--- src/rtl/ula_seq_if.sv ---
// Bundle of producer, ula and consumer signals around ula_seq.
// The slave modport is the sequencer's view; master is the surrounding environment.
interface ula_seq_if #(
   parameter int N = 16
);
   logic         in_valid;
   logic         in_ready;
   logic [2:0]   in_op;
   logic [N-1:0] in_a;
   logic [N-1:0] in_b;
   logic         in_chain;
   logic [2:0]   ula_op;
   logic [N-1:0] ula_a;
   logic [N-1:0] ula_b;
   logic [N-1:0] ula_r;
   logic         ula_zero;
   logic         out_valid;
   logic         out_ready;
   logic [N-1:0] out_r;
   logic         out_zero;
   logic [2:0]   out_op;
   logic [N-1:0] acc;
   logic         busy;

   modport slave (
      input  in_valid, in_op, in_a, in_b, in_chain, ula_r, ula_zero, out_ready,
      output in_ready, ula_op, ula_a, ula_b, out_valid, out_r, out_zero, out_op, acc, busy
   );

   modport master (
      output in_valid, in_op, in_a, in_b, in_chain, ula_r, ula_zero, out_ready,
      input  in_ready, ula_op, ula_a, ula_b, out_valid, out_r, out_zero, out_op, acc, busy
   );
endinterface

--- src/rtl/ula_seq.sv ---
// Command sequencer: FIFO of ALU commands issued one per cycle to an external
// combinational ula, with a registered result stage and a chain accumulator.
module ula_seq #(
   parameter int N     = 16,
   parameter int DEPTH = 4
) (
   input logic      clk,
   input logic      rst,
   ula_seq_if.slave bus
);
   localparam int          AW       = (DEPTH > 1) ? $clog2(DEPTH) : 1;
   localparam logic [AW:0] FULL_CNT = (AW + 1)'(DEPTH);

   typedef struct packed {
      logic [2:0]   op;
      logic [N-1:0] a;
      logic [N-1:0] b;
      logic         chain;
   } cmd_t;

   typedef enum logic {S_IDLE, S_FULL} state_t;

   cmd_t          r_mem [DEPTH];
   logic [AW-1:0] r_wr_ptr;
   logic [AW-1:0] r_rd_ptr;
   logic [AW:0]   r_count;
   state_t        r_state;
   logic [N-1:0]  r_out_r;
   logic          r_out_zero;
   logic [2:0]    r_out_op;
   logic [N-1:0]  r_acc;

   cmd_t w_head;
   logic w_out_valid;
   logic w_push;
   logic w_issue;

   assign w_head      = r_mem[r_rd_ptr];
   assign w_out_valid = (r_state == S_FULL);
   // No bypass: a full FIFO refuses even when a pop happens in the same cycle.
   assign bus.in_ready = !rst && (r_count < FULL_CNT);
   assign w_push       = bus.in_valid && bus.in_ready;
   assign w_issue      = (r_count != '0) && (!w_out_valid || bus.out_ready);

   assign bus.ula_op = w_head.op;
   assign bus.ula_a  = w_head.chain ? r_acc : w_head.a;
   assign bus.ula_b  = w_head.b;

   assign bus.out_valid = w_out_valid;
   assign bus.out_r     = r_out_r;
   assign bus.out_zero  = r_out_zero;
   assign bus.out_op    = r_out_op;
   assign bus.acc       = r_acc;
   assign bus.busy      = (r_count != '0) || w_out_valid;

   // FIFO storage is never cleared; only the pointers and count are reset.
   always_ff @(posedge clk) begin
      if (w_push) begin
         r_mem[r_wr_ptr] <= '{op: bus.in_op, a: bus.in_a, b: bus.in_b, chain: bus.in_chain};
      end
   end

   always_ff @(posedge clk) begin
      if (rst) begin
         r_wr_ptr <= '0;
         r_rd_ptr <= '0;
         r_count  <= '0;
      end else begin
         if (w_push) begin
            r_wr_ptr <= r_wr_ptr + 1'b1;
         end
         if (w_issue) begin
            r_rd_ptr <= r_rd_ptr + 1'b1;
         end
         if (w_push && !w_issue) begin
            r_count <= r_count + 1'b1;
         end else if (!w_push && w_issue) begin
            r_count <= r_count - 1'b1;
         end
      end
   end

   // Output stage: issue only happens when the register is free or being drained.
   always_ff @(posedge clk) begin
      if (rst) begin
         r_state    <= S_IDLE;
         r_out_r    <= '0;
         r_out_zero <= 1'b0;
         r_out_op   <= 3'b000;
         r_acc      <= '0;
      end else begin
         if (w_issue) begin
            r_out_r    <= bus.ula_r;
            r_out_zero <= bus.ula_zero;
            r_out_op   <= w_head.op;
            r_acc      <= bus.ula_r;
         end
         case (r_state)
            S_IDLE: if (w_issue) r_state <= S_FULL;
            S_FULL: if (bus.out_ready && !w_issue) r_state <= S_IDLE;
         endcase
      end
   end
endmodule

--- src/flat_wrapper.sv ---
// flat-port wrapper written by rule: the top's interface ports become plain ports
module ula_seq_flat 
#(
   parameter int N     = 16,
   parameter int DEPTH = 4
)
  (clk, rst, bus_in_valid, bus_in_op, bus_in_a, bus_in_b, bus_in_chain, bus_ula_r, bus_ula_zero, bus_out_ready, bus_in_ready, bus_ula_op, bus_ula_a, bus_ula_b, bus_out_valid, bus_out_r, bus_out_zero, bus_out_op, bus_acc, bus_busy);
  ula_seq_if #(.N(N)) bus_i ();
  input logic clk;
  input logic rst;
  input wire logic [$bits(bus_i.in_valid)-1:0] bus_in_valid;
  input wire logic [$bits(bus_i.in_op)-1:0] bus_in_op;
  input wire logic [$bits(bus_i.in_a)-1:0] bus_in_a;
  input wire logic [$bits(bus_i.in_b)-1:0] bus_in_b;
  input wire logic [$bits(bus_i.in_chain)-1:0] bus_in_chain;
  input wire logic [$bits(bus_i.ula_r)-1:0] bus_ula_r;
  input wire logic [$bits(bus_i.ula_zero)-1:0] bus_ula_zero;
  input wire logic [$bits(bus_i.out_ready)-1:0] bus_out_ready;
  output wire logic [$bits(bus_i.in_ready)-1:0] bus_in_ready;
  output wire logic [$bits(bus_i.ula_op)-1:0] bus_ula_op;
  output wire logic [$bits(bus_i.ula_a)-1:0] bus_ula_a;
  output wire logic [$bits(bus_i.ula_b)-1:0] bus_ula_b;
  output wire logic [$bits(bus_i.out_valid)-1:0] bus_out_valid;
  output wire logic [$bits(bus_i.out_r)-1:0] bus_out_r;
  output wire logic [$bits(bus_i.out_zero)-1:0] bus_out_zero;
  output wire logic [$bits(bus_i.out_op)-1:0] bus_out_op;
  output wire logic [$bits(bus_i.acc)-1:0] bus_acc;
  output wire logic [$bits(bus_i.busy)-1:0] bus_busy;
  assign bus_i.in_valid = bus_in_valid;
  assign bus_i.in_op = bus_in_op;
  assign bus_i.in_a = bus_in_a;
  assign bus_i.in_b = bus_in_b;
  assign bus_i.in_chain = bus_in_chain;
  assign bus_i.ula_r = bus_ula_r;
  assign bus_i.ula_zero = bus_ula_zero;
  assign bus_i.out_ready = bus_out_ready;
  assign bus_in_ready = bus_i.in_ready;
  assign bus_ula_op = bus_i.ula_op;
  assign bus_ula_a = bus_i.ula_a;
  assign bus_ula_b = bus_i.ula_b;
  assign bus_out_valid = bus_i.out_valid;
  assign bus_out_r = bus_i.out_r;
  assign bus_out_zero = bus_i.out_zero;
  assign bus_out_op = bus_i.out_op;
  assign bus_acc = bus_i.acc;
  assign bus_busy = bus_i.busy;
  ula_seq #(.N(N), .DEPTH(DEPTH)) u_core (.clk(clk), .rst(rst), .bus(bus_i));
endmodule
--- config.mk ---
export PLATFORM = sky130hd
export DESIGN_NAME = ula_seq_flat
export DESIGN_NICKNAME = d
export VERILOG_FILES = /design/src/rtl/ula_seq_if.sv /design/src/rtl/ula_seq.sv /design/src/flat_wrapper.sv
export SDC_FILE = /design/constraint.sdc
export NUM_CORES = 1
export LEC_CHECK = 0
export ABC_CLOCK_PERIOD_IN_PS = 2550
export BUFFER_PORTS_ARGS = -buffer_cell sky130_fd_sc_hd__buf_2
export CORE_ASPECT_RATIO = 0.9
export CORE_MARGIN = 4
export CORE_UTILIZATION = 50
export CTS_BUF_LIST = sky130_fd_sc_hd__clkbuf_4
export CTS_CLUSTER_SIZE = 14
export DETAILED_ROUTE_END_ITERATION = 10
export GPL_TIMING_DRIVEN = 0
export PLACE_DENSITY = 0.73
export SYNTH_ARGS = -nofsm -noshare
export SYNTH_HDL_FRONTEND = slang
export SYNTH_SLANG_ARGS = --single-unit
--- constraint.sdc ---
create_clock -name clk -period 2.55 [get_ports clk]
set_input_delay 0.1275 -clock clk [delete_from_list [all_inputs] [get_ports clk]]
set_output_delay 0.1275 -clock clk [all_outputs]
set_load 0.01 [all_outputs]
==> summary.md <==
| Metric | Value |
|---|---|
| Worst Max-Slew Pin Slew | 0.553 ns |
| Top cell type by total area after synthesis | edfxtp_1 |
| Post-DP HPWL | 9.63 mm |
| Reg clk slew, reported paths | 0.13 ns |
| Comb power frac | 38.1% |
| CTS Buffer Depth | 2 |
| Via density | 5.31 |
| Max Fclk | 411 MHz |
| Pint | 5.61 mW |
| Routability congestion estimate | 0.850 |
| Starting DRC count in detailed routing | 210 |
| DRC Markers | 0 |
| Crit path DAT | 2.30 ns |
| Met3 wire length | 950 µm |
| Synth top area share | 63.6% |
| Total clock sinks | 174 |
| Clk_skew | 0.0199 ns |
| Seq pwr share | 43.4% |
| Post-synthesis sequential area ratio | 72.4% |
| Metal-1 WL | 5.97 mm |
| Root buffer cell | clkbuf_4 |
| RSZ-0062 raised after global routing | no |
| CP Class | reg -> out |
| Final setup viols | 0 |
| CTS Buf Count | 17 |
| Largest stage delay on the critical path | 0.51 ns |
| First-pass GRT wire length | 22.6 mm |
| Max cap viols | 0 |
| Post-DRT Antenna Nets | 0 |
| PwrDens | 946 nW/µm² |
| Effective utilization at floorplan | 51.1% |
| Uppermost layer routed | met4 |
| Dpl cells | 667 |
| Pin count of the biggest net entering global routing | 25 |
| CP cell instances | buf_6 -> mux4_2 -> buf_6 -> buf_12 -> mux2_4 -> buf_2 |
| CP Capture Type | output pin |
| Syn_nets | 428 |
| Distinct cell type count after synthesis | 30 |
| Area growth syn-to-layout | 27.2% |
| Die width | 131 µm |
| Site Rows | 40 |
| Syn Inst Count | 365 |
| WL final | 14.4 mm |
| Hold Fails Final Rpt | 0 |
| Net Switching | 2.58 mW |
| Startpoint types | register |
| Pins Over Slew Limit | 0 |
| Port buffer count | 130 |
| Largest cells by area after synthesis | edfxtp_1 (64%), mux4_2 (11%), dfxtp_1 (8.8%) |
| Mapped Area | 6800 µm² |
| Max-Slew Margin vs Limit | 62.9% |
| Worst endpoint required time | 2.42 ns |
| Ant. Diodes | 0 |
| GRT Overall Usage | 19.4% |
| Syn_area_per_cell | 18.6 µm² |
| # IOs | 131 |
| Crit path max fanout | 10 |
| Most common cell after layout, fill and taps aside | edfxtp_1 |
| FF+latch count, synth | 174 |
| Crit path top cell by count | buf_6 |
| Sw Share | 31.5% |
| Vias in the first global route | 4233 |
| Hold Path Class | in -> reg |
| CTS tree | built |
| Fin nets | 643 |
| Worst-Skew Late Latency | 0.57 ns |
| Ys Warns | 0 |
| Post-Layout Cell Count | 761 |
| Initial DRT Pass Iterations | 4 |
| Clock share of power | 18.6% |
| Antenna violations before repair | 0 |
| Vert. Die Dim | 119 µm |
| Total core area | 13300 µm² |
| H-tree Lvls | 4 |
| Final setup TNS | 0 ns |
| Die ar. | 15500 µm² |
| Setup slack after layout | 0.119 ns |
| Via count | 4041 |
| Status | completed |
| Peak supply drop | 581 µV |
| Tcrit/Tclk final | 95.3% |
| Grt ovf | 0 |
| Routed wl met2 | 7.29 mm |
| Slowest stage cell, crit path | mux4_2 |
| WL/cell | 18.9 µm |
| Leak Pwr | 3.25 nW |
| Crit path time final | 2.43 ns |
| Share of layout cells above drive strength 1 | 43.0% |
| Most frequent cells in the layout | edfxtp_1 (144), buf_2 (133), dlygate4sd3_1 (55), mux4_2 (33), dfxtp_1 (29) |
| Pre-CTS setup slack | 0.0115 ns |
path summary, 6_finish.rpt:
path	start	end	slack, ns	cells past startpoint
worst max-delay path	register	bus_ula_a[14]	0.12	6
worst min register to register	u_core.bus.out_op[2]	u_core.bus.out_op[2]	0.49	2
worst min-delay path	bus_in_valid	u_core.r_wr_ptr[1]	0.07	4
worst max register to register	u_core.r_count[0]	u_core.r_count[2]	0.26	8
kinds of logic (layout without fill, tap and decap cells):
family	Yosys count	after routing	synth area share (%)
fa+ha+maj	6	6	1.21
xor+xnor	3	3	0.386
simple gates	41	41	3.20
compound gates	47	47	3.50
flops	174	174	72.4
mux	54	54	15.6
buf+inv	40	268	3.68
per-layer routing:
| metal | global-route usage, % | up-vias |
|---|---|---|
| li1 | - | 1870 |
| met1 | 24.8 | 2010 |
| met2 | 32.3 | 146 |
| met3 | 5.87 | 15 |
| met4 | 5.27 | 0 |
| met5 | 0 | - |
stage by stage:
stage	hold slack [ns]	util [%]	cell area (µm²)	total power [mW]
finish	0.0718	65.0	8650	8.19
global placement	0.337	57.5	7660	6.50
floorplan	0.226	-	6800	5.54
detailed placement	0.343	58.2	7750	6.58
global route	0.0490	65.0	8650	8.66
CTS	0.0272	64.4	8580	8.16
power groups by stage:
| stage | combinational, mW | sequential (mW) | clock, mW |
|---|---|---|---|
| CTS | 3.05 | 3.55 | 1.56 |
| floorplan | 1.94 | 3.60 | 0 |
| global placement | 2.90 | 3.60 | 0 |
| detailed placement | 2.97 | 3.61 | 0 |
| global route | 3.40 | 3.58 | 1.69 |
| finish | 3.12 | 3.55 | 1.52 |
synthesized netlist by cell type:
master / number
fa_1: 1
clkbuf_1: 10
dfxtp_1: 30
mux4_1: 3
buf_12: 1
inv_1: 3
xnor2_1: 1
mux2i_1: 1
nor3_1: 1
nand3_1: 21
mux2_4: 10
nor2b_1: 2
buf_6: 2
and2_1: 4
mux4_2: 33
a21oi_1: 24
buf_4: 17
xor2_1: 2
mux2_2: 7
or3_1: 3
o21ai_0: 22
buf_2: 4
nor3b_2: 1
nand2b_1: 2
edfxtp_1: 144
ha_1: 5
o31ai_1: 1
buf_1: 3
nor2_1: 5
nand2_1: 2
flip-flops by register name (all words and copies together) (netlist names), named ones only:
name / cells
u_core.bus.out_valid: 1
u_core.r_count: 3
u_core.r_wr_ptr: 2
u_core.bus.out_op: 3
u_core.r_mem: 144
u_core.bus.out_zero: 1
u_core.r_rd_ptr: 2
u_core.bus.out_r: 16
critical path: cells and delay by family (launching register included):
family   cells  cell delay (ns)
flops        1             0.35
buf+inv      4             0.56
mux          2             0.82
layout make-up:
| class | count | area [µm²] |
|---|---|---|
| inverters | 3 | 11.3 |
| well taps | 168 | 210 |
| clock buffers | 21 | 158 |
| flip-flops and latches | 174 | 4930 |
| fillers | 896 | 4660 |
| multi-input cells | 151 | 1640 |
| repair buffers | 197 | 1340 |
| plain buffers | 36 | 253 |
| clock inverters | 11 | 118 |
what timing repair did:
item                                    4_1_cts  5_1_grt
hold endpoints to repair                    167        0
endpoints found under the setup margin       24       24
buffers inserted                              0        8
pin swaps                                     0        0
resized for setup                             4        6
hold buffers                                 55        0
(Power assumes the default switching activity.)
